<file path="src/rtl/uart_arb_pkg.sv">
// Shared types and defaults for the uart_tx round-robin arbiter and its picker.
// DATA_W default is the common UART byte width used by uart_tx / uart_rx.
package uart_arb_pkg;

  localparam int UART_DATA_W = 8;
  localparam int ARB_NUM_REQ = 4;

  typedef enum logic [0:0] {
    IDLE      = 1'b0,
    WAIT_DONE = 1'b1
  } arb_state_e;

  // Grant index width; never narrower than one bit.
  function automatic int gnt_width(input int n);
    return (n < 2) ? 1 : $clog2(n);
  endfunction

  localparam int ARB_GNT_W = gnt_width(ARB_NUM_REQ);

endpackage

</file>
<file path="src/rtl/uart_rr_pick.sv">
// Combinational round-robin picker: first set request searching upward from
// ptr+1 with wrap-around.
module uart_rr_pick
  import uart_arb_pkg::*;
#(
  parameter int N  = ARB_NUM_REQ,
  parameter int GW = ARB_GNT_W
) (
  input  logic [N-1:0]  req,
  input  logic [GW-1:0] ptr,
  output logic          valid,
  output logic [GW-1:0] idx
);

  logic [GW-1:0] pos_s;

  // Scan farthest-to-nearest so the closest candidate after ptr is kept last.
  always_comb begin
    valid = 1'b0;
    idx   = '0;
    pos_s = '0;
    for (int k = N; k >= 1; k--) begin
      pos_s = GW'((int'(ptr) + k) % N);
      if (req[pos_s]) begin
        valid = 1'b1;
        idx   = pos_s;
      end else begin
        valid = valid;
        idx   = idx;
      end
    end
  end

endmodule

</file>
<file path="src/rtl/uart_tx_arbiter.sv">
// Round-robin scheduler sharing one uart_tx among NUM_REQ byte requesters.
// Optional watchdog enabled with `define UART_ARB_TIMEOUT_EN.
module uart_tx_arbiter
  import uart_arb_pkg::*;
#(
  parameter int NUM_REQ        = ARB_NUM_REQ,
  parameter int DATA_W         = UART_DATA_W,
  parameter int TIMEOUT_CYCLES = 65535
) (
  input  logic                          clk,
  input  logic                          rst,
  input  logic [NUM_REQ-1:0]            req,
  input  logic [NUM_REQ*DATA_W-1:0]     req_data,
  input  logic [NUM_REQ-1:0]            req_lock,
  output logic [NUM_REQ-1:0]            req_ack,
  output logic [NUM_REQ-1:0]            req_done,
  output logic                          tx_start,
  output logic [DATA_W-1:0]             tx_data,
  input  logic                          tx_done,
  output logic                          busy,
  output logic [gnt_width(NUM_REQ)-1:0] grant_id,
  output logic                          timeout_err
);

  localparam int GW = gnt_width(NUM_REQ);
  localparam logic [NUM_REQ-1:0] ONE_HOT0 = NUM_REQ'(1);

  arb_state_e          state_q, state_d;
  logic [GW-1:0]       ptr_q, ptr_d;
  logic [GW-1:0]       gnt_q, gnt_d;
  logic [DATA_W-1:0]   data_q, data_d;
  logic                tx_start_q, tx_start_d;
  logic [NUM_REQ-1:0]  ack_q, ack_d;
  logic [NUM_REQ-1:0]  done_q, done_d;
  logic                busy_q, busy_d;

  logic                pick_valid_s;
  logic [GW-1:0]       pick_idx_s;
  logic                gnt_lock_s;
  logic                timeout_hit_s;

  uart_rr_pick #(
    .N  (NUM_REQ),
    .GW (GW)
  ) u_pick (
    .req   (req),
    .ptr   (ptr_q),
    .valid (pick_valid_s),
    .idx   (pick_idx_s)
  );

  assign gnt_lock_s = req_lock[gnt_q] & req[gnt_q];

  // Arbitration, locked re-issue and frame completion.
  always_comb begin
    state_d    = state_q;
    ptr_d      = ptr_q;
    gnt_d      = gnt_q;
    data_d     = data_q;
    tx_start_d = 1'b0;
    ack_d      = '0;
    done_d     = '0;
    busy_d     = busy_q;
    case (state_q)
      IDLE: begin
        if (pick_valid_s) begin
          gnt_d      = pick_idx_s;
          data_d     = req_data[int'(pick_idx_s)*DATA_W +: DATA_W];
          tx_start_d = 1'b1;
          ack_d      = ONE_HOT0 << pick_idx_s;
          busy_d     = 1'b1;
          state_d    = WAIT_DONE;
        end else begin
          busy_d = 1'b0;
        end
      end
      WAIT_DONE: begin
        if (tx_done) begin
          done_d = ONE_HOT0 << gnt_q;
          if (gnt_lock_s) begin
            data_d     = req_data[int'(gnt_q)*DATA_W +: DATA_W];
            tx_start_d = 1'b1;
            ack_d      = ONE_HOT0 << gnt_q;
          end else begin
            ptr_d   = gnt_q;
            busy_d  = 1'b0;
            state_d = IDLE;
          end
        end else if (timeout_hit_s) begin
          // Watchdog: drop the frame silently and let the next requester in.
          ptr_d   = gnt_q;
          busy_d  = 1'b0;
          state_d = IDLE;
        end else begin
          busy_d = 1'b1;
        end
      end
      default: begin
        state_d = IDLE;
        busy_d  = 1'b0;
      end
    endcase
  end

  // Registered FSM state and outputs.
  always_ff @(posedge clk or negedge rst) begin
    if (!rst) begin
      state_q    <= IDLE;
      ptr_q      <= GW'(NUM_REQ - 1);
      gnt_q      <= '0;
      data_q     <= '0;
      tx_start_q <= 1'b0;
      ack_q      <= '0;
      done_q     <= '0;
      busy_q     <= 1'b0;
    end else begin
      state_q    <= state_d;
      ptr_q      <= ptr_d;
      gnt_q      <= gnt_d;
      data_q     <= data_d;
      tx_start_q <= tx_start_d;
      ack_q      <= ack_d;
      done_q     <= done_d;
      busy_q     <= busy_d;
    end
  end

`ifdef UART_ARB_TIMEOUT_EN
  localparam int CW = $clog2(TIMEOUT_CYCLES + 1);

  logic [CW-1:0] cnt_q, cnt_d;
  logic          to_err_q, to_err_d;

  assign timeout_hit_s = (state_q == WAIT_DONE) && !tx_done &&
                         (cnt_q == CW'(TIMEOUT_CYCLES - 1));

  // Count cycles since the latest tx_start; each new byte restarts the count.
  always_comb begin
    cnt_d    = '0;
    to_err_d = timeout_hit_s;
    if (tx_start_d) begin
      cnt_d = '0;
    end else if (state_q == WAIT_DONE) begin
      cnt_d = cnt_q + CW'(1);
    end else begin
      cnt_d = '0;
    end
  end

  // Watchdog counter and error pulse registers.
  always_ff @(posedge clk or negedge rst) begin
    if (!rst) begin
      cnt_q    <= '0;
      to_err_q <= 1'b0;
    end else begin
      cnt_q    <= cnt_d;
      to_err_q <= to_err_d;
    end
  end

  assign timeout_err = to_err_q;
`else
  logic unused_timeout_s;

  assign unused_timeout_s = ^TIMEOUT_CYCLES;
  assign timeout_hit_s    = 1'b0;
  assign timeout_err      = 1'b0;
`endif

  assign tx_start = tx_start_q;
  assign tx_data  = data_q;
  assign req_ack  = ack_q;
  assign req_done = done_q;
  assign busy     = busy_q;
  assign grant_id = gnt_q;

endmodule

</file>
<file path="config.mk">
export PLATFORM = sky130hd
export DESIGN_NAME = uart_tx_arbiter
export DESIGN_NICKNAME = d
export VERILOG_FILES = /design/src/rtl/uart_arb_pkg.sv /design/src/rtl/uart_rr_pick.sv /design/src/rtl/uart_tx_arbiter.sv
export SDC_FILE = /design/constraint.sdc
export NUM_CORES = 1
export LEC_CHECK = 0
export CAP_MARGIN = 20
export CORE_ASPECT_RATIO = 1.5
export CORE_MARGIN = 2
export CORE_UTILIZATION = 46
export DETAILED_ROUTE_END_ITERATION = 10
export PLACE_DENSITY_LB_ADDON = 0.12
export SYNTH_ARGS = -nofsm -noshare
export SYNTH_HDL_FRONTEND = slang
export SYNTH_SLANG_ARGS = --single-unit
</file>
<file path="constraint.sdc">
create_clock -name clk -period 3.7 [get_ports clk]
set_clock_uncertainty 0.05 [all_clocks]
set_input_delay 0.555 -clock clk [delete_from_list [all_inputs] [get_ports clk]]
set_output_delay 0.555 -clock clk [all_outputs]
set_load 0.05 [all_outputs]
</file>
After elaboration in Yosys (flattened, before gate mapping)
Index checks and enable logic that the tools add are counted.
Word-level totals
  register bits after elaboration: 23
  bits in latches: 0
  RAM bits: 0
  ROM bits: 0
  bits of input ports: 43
  output and inout bits: 21
  memories kept: 0
Cells by class
  add/sub/neg operators: 4
  multiply operators: 0
  div/mod/pow operators: 0
  magnitude comparators: 5
  equality and inequality tests: 4
  shifts and indexed selects: 4
  mux-type cells: 39
  bitwise operators: 3
  reductions and logical operators: 3
Operator list (number)
  indexed part select 32 x 6 -> 8 bit: 2
  two-way mux 8 bit: 3
  two-way mux 4 bit: 5
  two-way mux 1 bit: 16
  case mux 8 bit (2 select lines): 1
  < comparator 2 x 3 -> 1 bit, second input constant: 5
  binary-select mux 1 bit (select 2 bit): 6
  two-way mux 2 bit: 4
  case mux 4 bit (2 select lines): 1
  left shift 1 x 2 -> 4 bit, first input constant: 2
  case mux 1 bit (2 select lines): 3
  AND reduction 3 bit: 2
  adder 2 x 1 -> 2 bit, second input constant: 2
  adder 2 bit, second input constant: 2
  != test 2 bit, second input constant: 2
  != test 3 bit, second input constant: 1
  != test 2 x 1 -> 1 bit, second input constant: 1
  NOT 1 bit: 2
  AND reduction 2 bit: 1
  bitwise AND 1 bit: 1

Depth between registers and ports, before layout
  word-level depth: 10
  depth in mapped cells: 7
  depth with buffers taken out: 6

Hierarchy
Synthesis repeated with hierarchy kept, for this count alone.
Unflattened totals
  cells, all modules: 101
  area total of the unflattened synthesis: 1343.8 sq um
By module, submodules not included
  uart_tx_arbiter: times used 1, cells each 87, area each 1252.5 sq um
  uart_rr_pick: times used 1, cells each 14, area each 91.3 sq um

Worst setup path after synthesis
Ideal clock, no wire load.
  path kind: register to register
  start point: register gnt_q[1], in the netlist grant_id[1]
  end point: register data_q[0], in the netlist tx_data[0]
  arrival: 1904 ps
  data required time: 3527 ps
  path slack: 1624 ps
  stages on the path, launching flop included: 8
  buffers on the path: 1
  period minus slack after synthesis: 2076 ps
  path through: dfrtp_1 > buf_2 > and3_1 > o2111ai_4 > a31oi_4 > o21ai_0 > a221o_1 > o221a_2
Between the ends
  cells in the longest elaborated chain, start to end: 5
  elaborated cells on any way between the ends: 11
  those cells by class: 1 x eq/ne; 1 x shift; 7 x mux; 1 x bitwise; 1 x reduce/logical
RTL lines
  start, declared: RTL line uart_tx_arbiter.sv:30  | logic [GW-1:0] gnt_q, gnt_d;
  start signal, assigned: RTL line uart_tx_arbiter.sv:119  | gnt_q <= gnt_d;
  branches (longest 5 deep; another with indexed part select 32 x 6 -> 8 bit)
  end signal, assigned: RTL line uart_tx_arbiter.sv:120  | data_q <= data_d;
  end, declared: RTL line uart_tx_arbiter.sv:31  | logic [DATA_W-1:0] data_q, data_d;
Several ways; the timed one is not identified. The select of a mux whose other input is x is not followed.
A chain may end at the register's enable or synchronous reset.

Worst setup path in the final report
  start point: register gnt_q[0], in the netlist grant_id[0]
  end point: output grant_id[0]
RTL lines
  end, declared: RTL line uart_tx_arbiter.sv:21  | output logic [gnt_width(NUM_REQ)-1:0] grant_id,
No word-level cell between the ends.

==> impl_results.md <==
* Net count after synthesis at 198
* Number of global-route vias before repair at 1524
* Drt first pass iters at 4
* Critical path class: reg -> out
* Cells after synthesis at ~160
* Post-synthesis to final-layout area growth at 42.9%
* Antenna cell count at 0
* Sw Pwr at 0.000919 W
* Count of boundary I/O pins at 64
* Via Count at ~1500
* Peak Freq at 353 MHz
* Worst stage delay on the critical path at 1.00 ns
* Area fraction of the dominant cell type after synthesis at 0.339
* Largest buffer count on any clock path at 2
* CTS buffer count at 3
* Post-synth top area cell: dfrtp_1
* Proportion of power drawn by combinational gates at 0.632
* Post-DP HPWL at around 3400 µm
* Total power per unit cell area at ~820 nW/µm²
* Starting density of the core at 0.485
* Internal power consumption at 0.000904 W
* Startpoint type of the worst setup path: register
* Cell with the biggest individual delay on the critical path: dfrtp_1
* Actual transition at the worst max-transition pin at 1.00 ns
* Cell family with the largest share of critical-path delay: flip-flops
* Setup-violating endpoint count in the final report at 0
* Capturing point of the worst reg2reg path: tx_data[3]
* Placed instance count at 247
* Pin count of the biggest net entering global routing at 26
* Final routed wirelength across all metal layers at 4370 µm
* Final-stage net count at 256
* Bufs and invs on worst path at 1
* Netlist Area Pre-Place at 1550 µm²
* Number of buffers inserted by hold repair at cts at 0
* Number of cells on the worst reg-to-reg path at 5
* Die extent in y at 75.1 µm
* PortBufs at 62
* Switching portion of total power at 0.504
* GR Overflow Total at 0
* Dominant synthesized flop cell: dfrtp_1
* Clock period minus final worst setup slack at around 2.8 ns
* Synth cell count leaders: 21 x dfrtp_1, 16 x mux2i_1, 11 x o21ai_0, 9 x nor2_1, 8 x nand2_1
* Share of the core filled with cells in the final layout at 0.694
* Timing startpoint of the critical path: grant_id[0]
* Clock sink total at 23
* Vias/cell at between 6 and 7
* Total count of hold-check failures in the final report at 0
* Post-synth EDFFs at 0
* Cells resized by post-CTS repair at 0
* Setup repair bufs after CTS at 0
* Total number of yosys warnings at 0
* Clock Latency Late Sink at 0.27 ns
* DR DRC count at 0
* R2R Setup Slk at 1.07 ns
* Maximum net fanout on the critical path at 25
* Clock H-tree levels at 1
* Clock power frac at 0.086
* Maximum Capacitance Violations at 0
* Run status: complete, no violations
* Share of power burned in registers at 0.282
* Share of cells above drive strength 1 at 0.104
* Antenna Violating Nets Remaining at 0
* Die area at a little under 4000 µm²
* Most repeated cell in the gate-level netlist after synthesis: dfrtp_1
* Count of placed standard cells in the final layout, fillers left out at 252
* Placement row count at 25
* Synth top area cells: dfrtp_1 34%, mux2i_1 10%, a221o_1 4.5%
* Relative slew margins at 0.333
* Wire length per cell after detailed routing at roughly 17 µm
* Arrival time of the worst setup path at 2.23 ns
* Period utilization at 0.766
* Total track usage at 0.241
* Sequential fraction of the synthesis area at 0.373
* Accumulated negative setup slack at 0 ns
* RSZ-0062 raised after global routing: no
* First-pass GRT wire length at 6950 µm
* Required time at the endpoint of the critical path at 3.09 ns
* Type of element capturing the critical path: output port
* Die X-Extent at 51.4 µm
* Series of cell instances along the critical path: clkdlybuf4s50_1
* Antenna violations before repair at 0
* Synth unique cells at 47
* DRC violation total after the first TritonRoute iteration at 35
* Core area at 3190 µm²
* Average cell area after synthesis at 9.99 µm²
* Worst r2r src: grant_id[0]
* RD Place Congestion at 0.865
* Synthesized flop and latch total at 23
* Number of pins exceeding their max-slew limit in the final report at 0
* Clock slew seen by the registers of the worst setup and hold paths at 0.09 ns
* Hold WC Path Type: in -> async
* Setup WS pre-CTS at 0.865 ns
* Worst vdd ir at roughly 460 µV
* Async set-reset flop share out of synthesis at 1.00
* Clk Tree Root Cell: clkbuf_8
* Smallest setup slack after layout at 0.864 ns
* Static Leakage at 0.911 nW
* TritonCTS clock tree: done
## cells by family (layout without fill, tap and decap cells)
family | after synthesis | count (layout) | share of synthesized area
compound gates | 59 | 59 | 0.324
simple gates | 36 | 36 | 0.120
flops | 23 | 23 | 0.373
buf+inv | 19 | 76 | 0.0679
mux | 17 | 17 | 0.112
other cells | 1 | 1 | 0.00242
## layer usage
metal,vias up,global-route usage,part of all wire
li1,706,-,-
met1,741,0.249,0.36
met2,63,0.481,0.57
met3,12,0.0397,0.056
met4,0,0.0731,0.020
met5,-,0,0
## worst max-delay path by stage
| stage | end | slack [ns] | depth (start not counted) |
|---|---|---|---|
| detailed placement | tx_data[3] | 0.86 | 6 |
| global placement | tx_data[0] | 0.97 | 6 |
| finish | grant_id[0] | 0.86 | 1 |
| floorplan | tx_data[0] | 1.62 | 7 |
| CTS | grant_id[0] | 0.89 | 1 |
| global route | grant_id[0] | 0.81 | 1 |
## registers in the layout (all words and copies together), names as in the netlist
signal    count
tx_data       8
req_ack       4
req_done      4
grant_id      2
ptr_q         2
busy          1
state_q       1
tx_start      1
## power by group through the flow
stage / Combinational, W / Sequential [W] / Clock, W
after detailed placement: 0.00116 / 0.000514 / 0
after global routing: 0.00123 / 0.000530 / 0.000168
after floorplan: 0.000607 / 0.000723 / 0
after CTS: 0.00115 / 0.000513 / 0.000157
final: 0.00115 / 0.000514 / 0.000157
after global placement: 0.00112 / 0.000510 / 0
## cell type report
type | instances | area (µm²)
Fill cell | 275 | 977
Multi-Input combinational cell | 113 | 866
Timing Repair Buffer | 64 | 643
Sequential cell | 23 | 578
Tap cell | 40 | 50.0
Clock buffer | 3 | 41.3
Inverter | 8 | 30.0
Clock inverter | 1 | 5.00
## through the flow
stage	hold slack [ns]	cell area (µm²)	power [W]
after floorplan	0.209	1550	0.00133
after global placement	0.442	2150	0.00163
after detailed placement	0.453	2150	0.00167
after CTS	0.466	2200	0.00182
after global routing	0.430	2210	0.00193
final	0.424	2210	0.00182
## cell usage in the layout (no fill, tap or decap), types with 2 or more instances in the layout
cell / n
a21o_1: 2
a21oi_1: 7
a221o_1: 7
a22oi_1: 7
a31oi_1: 2
and3_1: 2
and3b_1: 2
clkbuf_8: 3
clkdlybuf4s50_1: 62
dfrtp_1: 21
dfstp_2: 2
inv_1: 7
mux2i_1: 16
nand2_1: 8
nand2b_1: 3
nand3_1: 2
nor2_1: 9
nor2b_1: 2
nor3_1: 3
o21ai_0: 11
o221a_1: 2
o221a_2: 5
o221ai_1: 2
o22ai_1: 2
(Power assumes the default switching activity.)
